===== src/rtl/id_pipe.sv =====
// rtl/id_pipe.sv - Registered RV32I decode stage with valid/ready handshake and decoded-entry buffer
module id_pipe #(
    parameter int ADDR_W     = 32,
    parameter int FIFO_DEPTH = 2,
    parameter bit EN_CSR     = 1'b1
) (
    input  logic              clk,
    input  logic              rst_n,
    input  logic              flush_i,
    input  logic              in_valid_i,
    output logic              in_ready_o,
    input  logic [ADDR_W-1:0] in_pc_i,
    input  logic [31:0]       in_inst_i,
    output logic              out_valid_o,
    input  logic              out_ready_i,
    output logic [ADDR_W-1:0] out_pc_o,
    output logic [6:0]        out_opcode_o,
    output logic [2:0]        out_funct3_o,
    output logic [6:0]        out_funct7_o,
    output logic [4:0]        out_rd_o,
    output logic [4:0]        out_rs1_o,
    output logic [4:0]        out_rs2_o,
    output logic              out_rd_we_o,
    output logic              out_rs1_en_o,
    output logic              out_rs2_en_o,
    output logic [31:0]       out_imm_o,
    output logic [11:0]       out_csr_addr_o,
    output logic              out_illegal_o
);

    localparam int PW = (FIFO_DEPTH > 1) ? $clog2(FIFO_DEPTH) : 1;
    localparam int CW = $clog2(FIFO_DEPTH + 1);
    localparam logic [CW-1:0] FULL = CW'(FIFO_DEPTH);

    localparam logic [6:0] OP_LUI    = 7'b0110111;
    localparam logic [6:0] OP_AUIPC  = 7'b0010111;
    localparam logic [6:0] OP_JAL    = 7'b1101111;
    localparam logic [6:0] OP_JALR   = 7'b1100111;
    localparam logic [6:0] OP_BRANCH = 7'b1100011;
    localparam logic [6:0] OP_LOAD   = 7'b0000011;
    localparam logic [6:0] OP_STORE  = 7'b0100011;
    localparam logic [6:0] OP_IMM    = 7'b0010011;
    localparam logic [6:0] OP_OP     = 7'b0110011;
    localparam logic [6:0] OP_FENCE  = 7'b0001111;
    localparam logic [6:0] OP_SYSTEM = 7'b1110011;

    typedef struct packed {
        logic [ADDR_W-1:0] pc;
        logic [6:0]        opcode;
        logic [2:0]        funct3;
        logic [6:0]        funct7;
        logic [4:0]        rd;
        logic [4:0]        rs1;
        logic [4:0]        rs2;
        logic              rd_we;
        logic              rs1_en;
        logic              rs2_en;
        logic [31:0]       imm;
        logic [11:0]       csr_addr;
        logic              illegal;
    } entry_t;

    logic [31:0] inst;
    logic [6:0]  op;
    logic [2:0]  f3;
    logic [6:0]  f7;
    logic [4:0]  rd_f;
    logic [4:0]  rs1_f;
    logic [4:0]  rs2_f;
    logic [31:0] imm_i;
    logic [31:0] imm_s;
    logic [31:0] imm_b;
    logic [31:0] imm_u;
    logic [31:0] imm_j;
    logic [31:0] imm_sh;
    logic [31:0] imm_z;

    assign inst   = in_inst_i;
    assign op     = inst[6:0];
    assign f3     = inst[14:12];
    assign f7     = inst[31:25];
    assign rd_f   = inst[11:7];
    assign rs1_f  = inst[19:15];
    assign rs2_f  = inst[24:20];
    assign imm_i  = {{20{inst[31]}}, inst[31:20]};
    assign imm_s  = {{20{inst[31]}}, inst[31:25], inst[11:7]};
    assign imm_b  = {{19{inst[31]}}, inst[31], inst[7], inst[30:25], inst[11:8], 1'b0};
    assign imm_u  = {inst[31:12], 12'h000};
    assign imm_j  = {{11{inst[31]}}, inst[31], inst[19:12], inst[20], inst[30:21], 1'b0};
    assign imm_sh = {27'h0, inst[24:20]};
    assign imm_z  = {27'h0, inst[19:15]};

    entry_t dec;
    logic   bad;

    always_comb begin
        dec        = '0;
        bad        = 1'b0;
        dec.pc     = in_pc_i;
        dec.opcode = op;
        dec.funct3 = f3;
        dec.rd     = rd_f;
        dec.rs1    = rs1_f;
        dec.rs2    = rs2_f;
        case (op)
            OP_LUI, OP_AUIPC: begin
                dec.funct3 = 3'b000;
                dec.imm    = imm_u;
                dec.rd_we  = 1'b1;
            end
            OP_JAL: begin
                dec.funct3 = 3'b000;
                dec.imm    = imm_j;
                dec.rd_we  = 1'b1;
            end
            OP_JALR: begin
                dec.imm    = imm_i;
                dec.rs1_en = 1'b1;
                dec.rd_we  = 1'b1;
                bad        = (f3 != 3'b000);
            end
            OP_BRANCH: begin
                dec.imm    = imm_b;
                dec.rs1_en = 1'b1;
                dec.rs2_en = 1'b1;
                bad        = (f3 == 3'b010) || (f3 == 3'b011);
            end
            OP_LOAD: begin
                dec.imm    = imm_i;
                dec.rs1_en = 1'b1;
                dec.rd_we  = 1'b1;
                bad        = (f3 == 3'b011) || (f3[2:1] == 2'b11);
            end
            OP_STORE: begin
                dec.imm    = imm_s;
                dec.rs1_en = 1'b1;
                dec.rs2_en = 1'b1;
                bad        = (f3 >= 3'b011);
            end
            OP_IMM: begin
                dec.rs1_en = 1'b1;
                dec.rd_we  = 1'b1;
                if (f3 == 3'b001) begin
                    dec.funct7 = f7;
                    dec.imm    = imm_sh;
                    bad        = (f7 != 7'h00);
                end else if (f3 == 3'b101) begin
                    dec.funct7 = f7;
                    dec.imm    = imm_sh;
                    bad        = (f7 != 7'h00) && (f7 != 7'h20);
                end else begin
                    dec.imm    = imm_i;
                end
            end
            OP_OP: begin
                dec.funct7 = f7;
                dec.rs1_en = 1'b1;
                dec.rs2_en = 1'b1;
                dec.rd_we  = 1'b1;
                bad        = !((f7 == 7'h00) ||
                               ((f7 == 7'h20) && ((f3 == 3'b000) || (f3 == 3'b101))));
            end
            OP_FENCE: begin
                dec.imm = '0;
            end
            OP_SYSTEM: begin
                if (f3 == 3'b000) begin
                    // Only the three privileged encodings exist; anything else under funct3=0 traps
                    bad = !((inst == 32'h00000073) || (inst == 32'h00100073) ||
                            (inst == 32'h30200073));
                end else if ((f3 == 3'b100) || !EN_CSR) begin
                    bad = 1'b1;
                end else begin
                    dec.csr_addr = inst[31:20];
                    dec.rd_we    = 1'b1;
                    if (f3[2]) dec.imm    = imm_z;
                    else       dec.rs1_en = 1'b1;
                end
            end
            default: bad = 1'b1;
        endcase
        if (inst[1:0] != 2'b11) bad = 1'b1;
        dec.rd_we = dec.rd_we && (rd_f != 5'd0);
        if (bad) begin
            dec         = '0;
            dec.pc      = in_pc_i;
            dec.opcode  = op;
            dec.illegal = 1'b1;
        end
    end

    entry_t          mem [FIFO_DEPTH];
    logic [CW-1:0]   count;
    logic [PW-1:0]   wr_ptr;
    logic [PW-1:0]   rd_ptr;
    logic            push;
    logic            pop;
    entry_t          head;

    function automatic logic [PW-1:0] next_ptr(input logic [PW-1:0] p);
        return (p == PW'(FIFO_DEPTH - 1)) ? '0 : p + PW'(1);
    endfunction

    assign in_ready_o  = !rst_n && (count != FULL);
    assign out_valid_o = (count != '0);
    assign push        = in_valid_i && in_ready_o && !flush_i;
    assign pop         = out_valid_o && out_ready_i;

    always_ff @(posedge clk) begin
        if (rst_n || flush_i) begin
            count  <= '0;
            wr_ptr <= '0;
            rd_ptr <= '0;
        end else begin
            if (push) wr_ptr <= next_ptr(wr_ptr);
            if (pop)  rd_ptr <= next_ptr(rd_ptr);
            case ({push, pop})
                2'b10:   count <= count + CW'(1);
                2'b01:   count <= count - CW'(1);
                default: count <= count;
            endcase
        end
    end

    always_ff @(posedge clk) begin
        if (push) mem[wr_ptr] <= dec;
    end

    // Storage is never cleared; gating on occupancy keeps empty outputs at zero
    assign head = out_valid_o ? mem[rd_ptr] : '0;

    assign out_pc_o       = head.pc;
    assign out_opcode_o   = head.opcode;
    assign out_funct3_o   = head.funct3;
    assign out_funct7_o   = head.funct7;
    assign out_rd_o       = head.rd;
    assign out_rs1_o      = head.rs1;
    assign out_rs2_o      = head.rs2;
    assign out_rd_we_o    = head.rd_we;
    assign out_rs1_en_o   = head.rs1_en;
    assign out_rs2_en_o   = head.rs2_en;
    assign out_imm_o      = head.imm;
    assign out_csr_addr_o = head.csr_addr;
    assign out_illegal_o  = head.illegal;

endmodule


===== config.mk =====
export PLATFORM = sky130hd
export DESIGN_NAME = id_pipe
export DESIGN_NICKNAME = d
export VERILOG_FILES = /design/src/rtl/id_pipe.sv
export SDC_FILE = /design/constraint.sdc
export NUM_CORES = 1
export LEC_CHECK = 0
export BUFFER_PORTS_ARGS = -buffer_cell sky130_fd_sc_hd__buf_2
export CAP_MARGIN = 20
export CORE_MARGIN = 3
export CORE_UTILIZATION = 50
export DETAILED_ROUTE_END_ITERATION = 16
export PLACE_DENSITY = 0.69
export SYNTH_ARGS = -nofsm -noshare
export SYNTH_HDL_FRONTEND = slang
export SYNTH_SLANG_ARGS = --single-unit

===== constraint.sdc =====
create_clock -name clk -period 10.7 [get_ports clk]
set_clock_uncertainty 0.15 [all_clocks]
set_input_delay 1.07 -clock clk [delete_from_list [all_inputs] [get_ports clk]]
set_output_delay 1.07 -clock clk [all_outputs]
set_load 0.005 [all_outputs]

Word-level counts from Yosys, hierarchy flattened
Memory sizes are Yosys's and may differ from the RTL's. A register that Yosys moved wholly into a read port is not among the register bits.
Cells that the tools add are included.
{"block": "classes", "n_eq_ne": 26, "mux": 32, "magnitude_cmp": 1, "reduce_logical": 32, "n_div": 0, "bitwise": 0, "add_sub_neg": 4, "shifts": 0, "mul": 0}
{"cell": "32-bit case mux with 7 select lines", "count": 1}
{"cell": "112-bit two-way mux", "count": 1}
{"cell": "73-bit two-way mux", "count": 1}
{"cell": "32-bit two-way mux", "count": 2}
{"cell": "17-bit two-way mux", "count": 2}
{"cell": "32-bit by 21-bit == test with 1-bit output (second input constant)", "count": 1}
{"cell": "32-bit by 30-bit == test with 1-bit output (second input constant)", "count": 1}
{"cell": "32-bit by 7-bit == test with 1-bit output (second input constant)", "count": 1}
{"cell": "7-bit by 6-bit == test with 1-bit output (second input constant)", "count": 4}
{"cell": "7-bit == test (second input constant)", "count": 4}
{"cell": "7-bit by 5-bit == test with 1-bit output (second input constant)", "count": 2}
{"cell": "7-bit two-way mux", "count": 2}
{"cell": "7-bit case mux with 2 select lines", "count": 1}
{"cell": "1-bit two-way mux", "count": 13}
{"cell": "12-bit two-way mux", "count": 1}
{"cell": "1-bit case mux with 8 select lines", "count": 1}
{"cell": "7-bit by 2-bit == test with 1-bit output (second input constant)", "count": 1}
{"cell": "7-bit by 4-bit == test with 1-bit output (second input constant)", "count": 1}
{"cell": "1-bit logical AND", "count": 7}
{"cell": "7-bit zero test", "count": 1}
{"cell": "1-bit logical OR", "count": 7}
{"cell": "7-bit by 6-bit != test with 1-bit output (second input constant)", "count": 1}
{"cell": "7-bit nonzero test", "count": 1}
{"cell": "7-bit OR reduction", "count": 1}
{"cell": "24 further kinds", "count": 37}
{"block": "word_totals", "inputBits": 69, "mem_count": 1, "wordCells": 99, "regBits": 4, "mem_bits_ro": 0, "latch_bits": 0, "output_inout_bits": 114, "ram_bits": 224}
{"name": "mem", "words": 2, "width": 112, "rd": 1, "rd_ports_with_merged_regs": 1, "write_ports": 1, "line_no": "192", "text": "entry_t mem [FIFO_DEPTH];"}

Depth between registers and ports, before layout
Gate-level depths: netlist of the first run.
{"block": "logic_depth", "depth_word": 8, "mapped_depth": 9}

Worst setup path before layout of the first run
No wires, ideal clock.
{"block": "synth_path", "path_type": "in2reg", "startpoint": "in rst_n", "endpoint": "mem mem[0][0] (netlist name) (enable)", "arrival_ns": 5.996, "path_stages": 3, "n_path_buf": 0, "required_ns": 9.965, "path_slack_ns": 3.970, "cell_sequence": "nor2_1 nand3_1 nor2_1"}
{"block": "synth_between", "elab_chain_cells": 6}
{"element": "start: declaration", "line_no": "8", "text": "input logic rst_n,"}
{"element": "1-bit zero test", "line_no": "204", "text": "assign in_ready_o = !rst_n && (count != FULL);"}
{"element": "1-bit logical AND", "line_no": "204"}
{"element": "1-bit logical AND (2 in series)", "line_no": "206", "text": "assign push = in_valid_i && in_ready_o && !flush_i;"}
{"element": "1-bit two-way mux", "line_no": "226", "text": "if (push) mem[wr_ptr] <= dec;"}
{"element": "1-bit two-way mux (not written as such)", "line_no": "226"}
{"element": "end: declaration", "line_no": "192"}
Every way passes these cells.

==> impl_metrics.env, run 1 <==
export IMPL_critPathLaunchType="flip-flop"
export IMPL_fin_hold_ws_ps=385
export IMPL_crit_chain="buf_4, mux2i_1, nor2_1, buf_2"
export IMPL_firstDrtPassIters=5
export IMPL_yosysTopAreaCell="edfxtp_1"
export IMPL_holdPathStages=2
export IMPL_status="complete, no violations"
export IMPL_htreeDepth=1
export IMPL_post_route_cell_area_sq_um=12000
export IMPL_finalHoldViolations=0
export IMPL_place_detailed_hpwl_um=14300
export IMPL_synthAdderAreaFrac=0.00124
export IMPL_cap_violations=0
export IMPL_cts_setup_buffers=0
export IMPL_nNetsFinal=972
export IMPL_synth_simple_area_share=0.132
export IMPL_dp_cells=1140
export IMPL_synth_area_sq_um=10100
export IMPL_p_leak_uw=0.00406
export IMPL_portBuffers=182
export IMPL_gp_congestion=0.894
export IMPL_cts_buffer_depth=3
export IMPL_synth_compound_area_frac=0.0424
export IMPL_routedWlPerCell_um=18.7
export IMPL_synth_top_area_share=0.664
export IMPL_cts_tree="built"
export IMPL_holdBufCountCts=0
export IMPL_synth_top_family_by_area="simple AND/OR/NAND/NOR gates"
export IMPL_p_per_area_nw_per_um2=157
export IMPL_synth_cell_types=56
export IMPL_antenna_found_initial=0
export IMPL_stdcell_count=1183
export IMPL_reg2reg_depth=4
export IMPL_fin_tns_setup_ps=0
export IMPL_antenna_left=0
export IMPL_cp_arrival_ps=3050
export IMPL_end_kind="primary output"
export IMPL_die_area_sq_um=22000
export IMPL_grt_pass1_vias=6085
export IMPL_crit_buf_inv=2
export IMPL_grt_util_met1=0.295
export IMPL_cp_max_fo=60
export IMPL_via_count=6454
export IMPL_synthFlopType="edfxtp_1"
export IMPL_min_path_type="reg -> reg"
export IMPL_met3_usage=0.0314
export IMPL_die_h_um=148
export IMPL_peakVddDrop_mv=0.133
export IMPL_finalWirelength_um=22100
export IMPL_grt_ovfl_total=0
export IMPL_grt_use_met2=0.296
export IMPL_worstSetupPathType="reg -> out"
export IMPL_ys_top_cells_by_count="224 x edfxtp_1, 127 x nor2_1, 113 x mux2i_1"
export IMPL_max_freq_mhz=234
export IMPL_placed_area_sq_um=11200
export IMPL_synth_seq_cells=229
export IMPL_grt_pass1_wl_um=33600
export IMPL_ios=183
export IMPL_slew_headroom=0.285
export IMPL_period_share=0.399
export IMPL_maxSlewViolCount=0
export IMPL_rsz0062_at_grt="false"
export IMPL_slowest_delay_ps=1070
export IMPL_period_minus_slack_ps=4270
export IMPL_coreArea_sq_um=19700
export IMPL_fp_dieW_um=148
export IMPL_ctsResizeCount=0
export IMPL_avgViaCountPerCell=5.46
export IMPL_yosysWarnings=0
export IMPL_root_buffer="clkbuf_16"
export IMPL_drc_errors=0
export IMPL_grt_usage=0.194
export IMPL_required_ps=9480
export IMPL_crit_family="flip-flops"
export IMPL_finalPower_uw=1890
export IMPL_yosys_top_cells_area="edfxtp_1 66%, mux2i_1 11%, nor2_1 4.7%"
export IMPL_clock_sinks=229
export IMPL_synth_edff_count=224
export IMPL_syn_area_per_cell_sq_um=13.9
export IMPL_start_util=0.515
export IMPL_antenna_diode_count=0
export IMPL_async_flop_share=0
export IMPL_grt_max_degree=86
export IMPL_slowest_stage="dfxtp_4"
export IMPL_synthMuxAreaShare=0.112
export IMPL_cts_buffers=24
export IMPL_rows=51
export IMPL_cp_depth=4
export IMPL_syn2layout_area_growth_pct=18.7
export IMPL_synth_seq_area_share=0.674
export IMPL_worstSkewPairLatency_ps=510
export IMPL_clk_pin_slew_ps=60
export IMPL_setup_violations=0
export IMPL_tightest_slew_ps=1070
export IMPL_grt_busiest_layer="met2"
export IMPL_yosys_area_share_xor_xnor=0.00519
export IMPL_drt_iter0_drc=591
export IMPL_layout_drive_gt1_share=0.284
export IMPL_synth_cells=727
export IMPL_yosysMostFrequentCell="edfxtp_1"
through the flow:
step	utilization	setup slack [ps]
5_1_grt	0.612	6240
4_1_cts	0.611	6350
3_3_place_gp	0.571	6750
3_5_place_dp	0.571	6700
2_1_floorplan	-	3970
6_report	0.612	6430
layout make-up:
| cell class | count | area (sq um) |
|---|---|---|
| Tap cell | 265 | 332 |
| Fill cell | 1568 | 7620 |
| Sequential cell | 229 | 6830 |
| Clock buffer | 29 | 619 |
| Inverter | 21 | 78.8 |
| Multi-Input combinational cell | 436 | 3030 |
| Timing Repair Buffer | 190 | 991 |
| Clock inverter | 13 | 151 |
layer usage:
metal | up-vias | share of wire
li1 | 3053 | -
met1 | 3104 | 0.44
met2 | 262 | 0.45
met3 | 35 | 0.085
met4 | 0 | 0.022
met5 | - | 0
worst register-to-register path, stage by stage, from the launching register on:
cell and delay [ps]:
dfxtp_1 430, nand2b_1 160, nand3_1 250, nor2_4 780, buf_4 950
registers in the layout, indices dropped and copies added (netlist names), named ones only:
register,flops
mem,224
rd_ptr,1
wr_ptr,1
count,2
cells by family (layout without fill, tap and decap cells):
logic type / after synthesis / after routing
AO/OA/AOI/OAI: 49 / 49
XOR/XNOR: 6 / 6
adder cells (fa/ha/maj): 1 / 1
buffers and inverters: 73 / 253
flip-flops: 229 / 229
multiplexers: 113 / 113
other: 1 / 12
AND/OR/NAND/NOR: 255 / 255
worst paths after layout:
path             start           end  slack (ps)
max          flip-flop  out_imm_o[3]        6430
min             rd_ptr     flip-flop         380
max reg2reg   count[0]    mem[0][33]        7520
min reg2reg     rd_ptr     flip-flop         380
layout by cell type, fill, tap and decap left out, drive strengths merged, types with 2 or more instances in the layout:
master     n
or3        3
xnor2      4
a31oi      2
nand2b     2
nor3      35
nor2     127
o22ai      3
mux2i    113
nor4      28
dfxtp      5
edfxtp   224
clkbuf    29
and2       7
nor4b      3
bufinv     3
inv       21
nand2     23
conb      12
nand3     10
and4b      2
or2        2
o31ai      3
a2111oi    9
a21oi     17
a222oi     4
xor2       2
or4        3
buf      190
nor2b      6
clkinv     9
where the power goes:
group / switching (uW) / internal, uW / leakage (uW)
registers: 3.23 / 990 / 0.00209
logic: 67.1 / 28.9 / 0.00160
clock network: 318 / 484 / 0.000371
No activity file was read; power rests on OpenSTA's default activity.
==> run 2, diff against run 1 <==
--- a/config.mk
+++ b/config.mk
@@ -10,7 +10,7 @@
 export CORE_MARGIN = 3
 export CORE_UTILIZATION = 50
 export DETAILED_ROUTE_END_ITERATION = 16
-export PLACE_DENSITY = 0.69
+export PLACE_DENSITY = 0.72
 export SYNTH_ARGS = -nofsm -noshare
 export SYNTH_HDL_FRONTEND = slang
 export SYNTH_SLANG_ARGS = --single-unit
==> constraint.sdc (replaced) <==
create_clock -name clk -period 3.85 [get_ports clk]
set_clock_uncertainty 0.15 [all_clocks]
set_input_delay 0.385 -clock clk [delete_from_list [all_inputs] [get_ports clk]]
set_output_delay 0.385 -clock clk [all_outputs]
set_load 0.005 [all_outputs]
==> run 2 against run 1 <==
Against the previous run:
- utilization up 2.3 points
- combinational power grew to 3.2 times the previous value
- setup slack got worse by 5400 ps
- clock power grew to 2.6 times the previous value
- critical endpoint is now mem[1][25]
- largest power group unchanged
==> impl_metrics.env, run 2 (synthesis gave the netlist of run 1 again) <==
export IMPL_status="complete, no violations"
export IMPL_avgViaCountPerCell=5.47
export IMPL_rsz0062_at_grt="false"
export IMPL_min_path_type="in -> reg"
export IMPL_fp_dieW_um=148
export IMPL_finalWirelength_um=23500
export IMPL_setup_slack_ps=993
export IMPL_layout_drive_gt1_share=0.283
export IMPL_place_detailed_hpwl_um=15000
export IMPL_ios=183
export IMPL_grt_ovfl_total=0
export IMPL_portBuffers=182
export IMPL_stdcell_count=1232
export IMPL_grt_pass1_vias=6493
export IMPL_worstSkewPairLatency_ps=510
export IMPL_cts_buffer_depth=3
export IMPL_cp_arrival_ps=2970
export IMPL_preCtsSetupSlack_ps=929
export IMPL_max_freq_mhz=350
export IMPL_p_per_area_nw_per_um2=413
export IMPL_post_route_cell_area_sq_um=12500
export IMPL_start_util=0.515
export IMPL_dp_cells=1150
export IMPL_syn2layout_area_growth_pct=23.1
export IMPL_routedWlPerCell_um=19.1
export IMPL_maxSlewViolCount=0
export IMPL_placed_area_sq_um=11400
export IMPL_firstDrtPassIters=5
export IMPL_end_kind="flip-flop"
export IMPL_cts_tree="built"
export IMPL_die_h_um=148
export IMPL_die_area_sq_um=22000
export IMPL_via_count=6733
export IMPL_peakVddDrop_mv=0.326
export IMPL_drc_errors=0
export IMPL_p_leak_uw=0.00425
export IMPL_period_share=0.742
export IMPL_rows=51
export IMPL_nNetsFinal=1019
export IMPL_period_minus_slack_ps=2860
export IMPL_required_ps=3960
export IMPL_final_common_cell="edfxtp_1"
export IMPL_clk_pin_slew_ps=60
export IMPL_regMostFlops="mem"
export IMPL_cap_violations=0
export IMPL_gp_congestion=0.894
export IMPL_antenna_found_initial=3
export IMPL_cp_max_fo=18
export IMPL_root_buffer="clkbuf_16"
export IMPL_grt_usage=0.210
export IMPL_slew_headroom=0.486
export IMPL_tightest_slew_ps=770
export IMPL_cts_buffers=25
export IMPL_largest_reg_flops=224
export IMPL_layout_common_cells="224 x edfxtp_1, 182 x buf_2, 124 x nor2_1"
export IMPL_finalHoldViolations=0
export IMPL_grt_pass1_wl_um=36400
export IMPL_coreArea_sq_um=19700
export IMPL_clock_sinks=229
export IMPL_antenna_left=0
export IMPL_htreeDepth=1
export IMPL_grt_max_degree=113
export IMPL_critPathLaunchType="primary input"
export IMPL_top_regs="mem (224), count (2)"
export IMPL_worstSetupPathType="in -> reg"
export IMPL_setup_violations=0
export IMPL_drt_iter0_drc=516
export IMPL_finalPower_uw=5150
export IMPL_cts_setup_buffers=0
run 2: cell count changes in the layout (fill, tap and decap cells not counted), sizes merged:
cell / before / now
inv: 21 / 22
buf: 190 / 199
dlygate4sd3: 0 / 37
diode: 0 / 1
clkinv: 9 / 11
clkinvlp: 1 / 3
bufinv: 3 / 0
run 2: final timing paths:
path                              startpoint         end  slack (ps)  cells past startpoint
worst max-delay path            in_inst_i[0]  mem[1][25]         990                      8
worst min-delay path            in_inst_i[3]  mem[0][76]          70                      1
worst max register to register      count[0]  mem[1][33]        1550                      4
worst min register to register        rd_ptr   flip-flop         410                      2
run 2: repair_timing:
action / in CTS / in global routing
resized for setup: 0 / 0
hold buffers: 37 / 0
hold endpoints to repair: 73 / 0
run 2: per-layer routing:
metal / track usage / part of all wire
met3: 0.0564 / 0.094
met1: 0.294 / 0.42
met2: 0.330 / 0.46
met5: 0 / 0.00076
met4: 0.0536 / 0.023
run 2: area by class of cell:
class / instances / area (sq um)
fill: 1503 / 7180
sequential: 229 / 6830
multi-input combinational: 436 / 3030
timing repair buffer: 236 / 1480
clock buffer: 29 / 641
tap: 265 / 332
clock inverter: 15 / 80.1
inverter: 21 / 78.8
antenna: 1 / 2.50
run 2: through the flow:
stage / TNS (ps) / hold WS [ps] / utilization
2_1_floorplan: -77370 / 312 / -
3_3_place_gp: 0 / 382 / 0.579
3_5_place_dp: 0 / 402 / 0.579
4_1_cts: 0 / 47.8 / 0.635
5_1_grt: 0 / 78.3 / 0.635
6_report: 0 / 72.7 / 0.635
run 2: critical path, stage by stage:
cell           delay, ps
dlygate4sd3_1        530
buf_2                170
and3b_1              260
o2111ai_2            140
a31oi_1               70
or3_2                640
buf_4                300
a2111oi_1            470
run 2: where the power goes:
group          switching (uW)  leakage (uW)  internal (uW)  total, uW
Clock                     904      0.000349           1190       2090
Sequential               7.53       0.00209           2750       2760
Combinational             194       0.00181            112        305
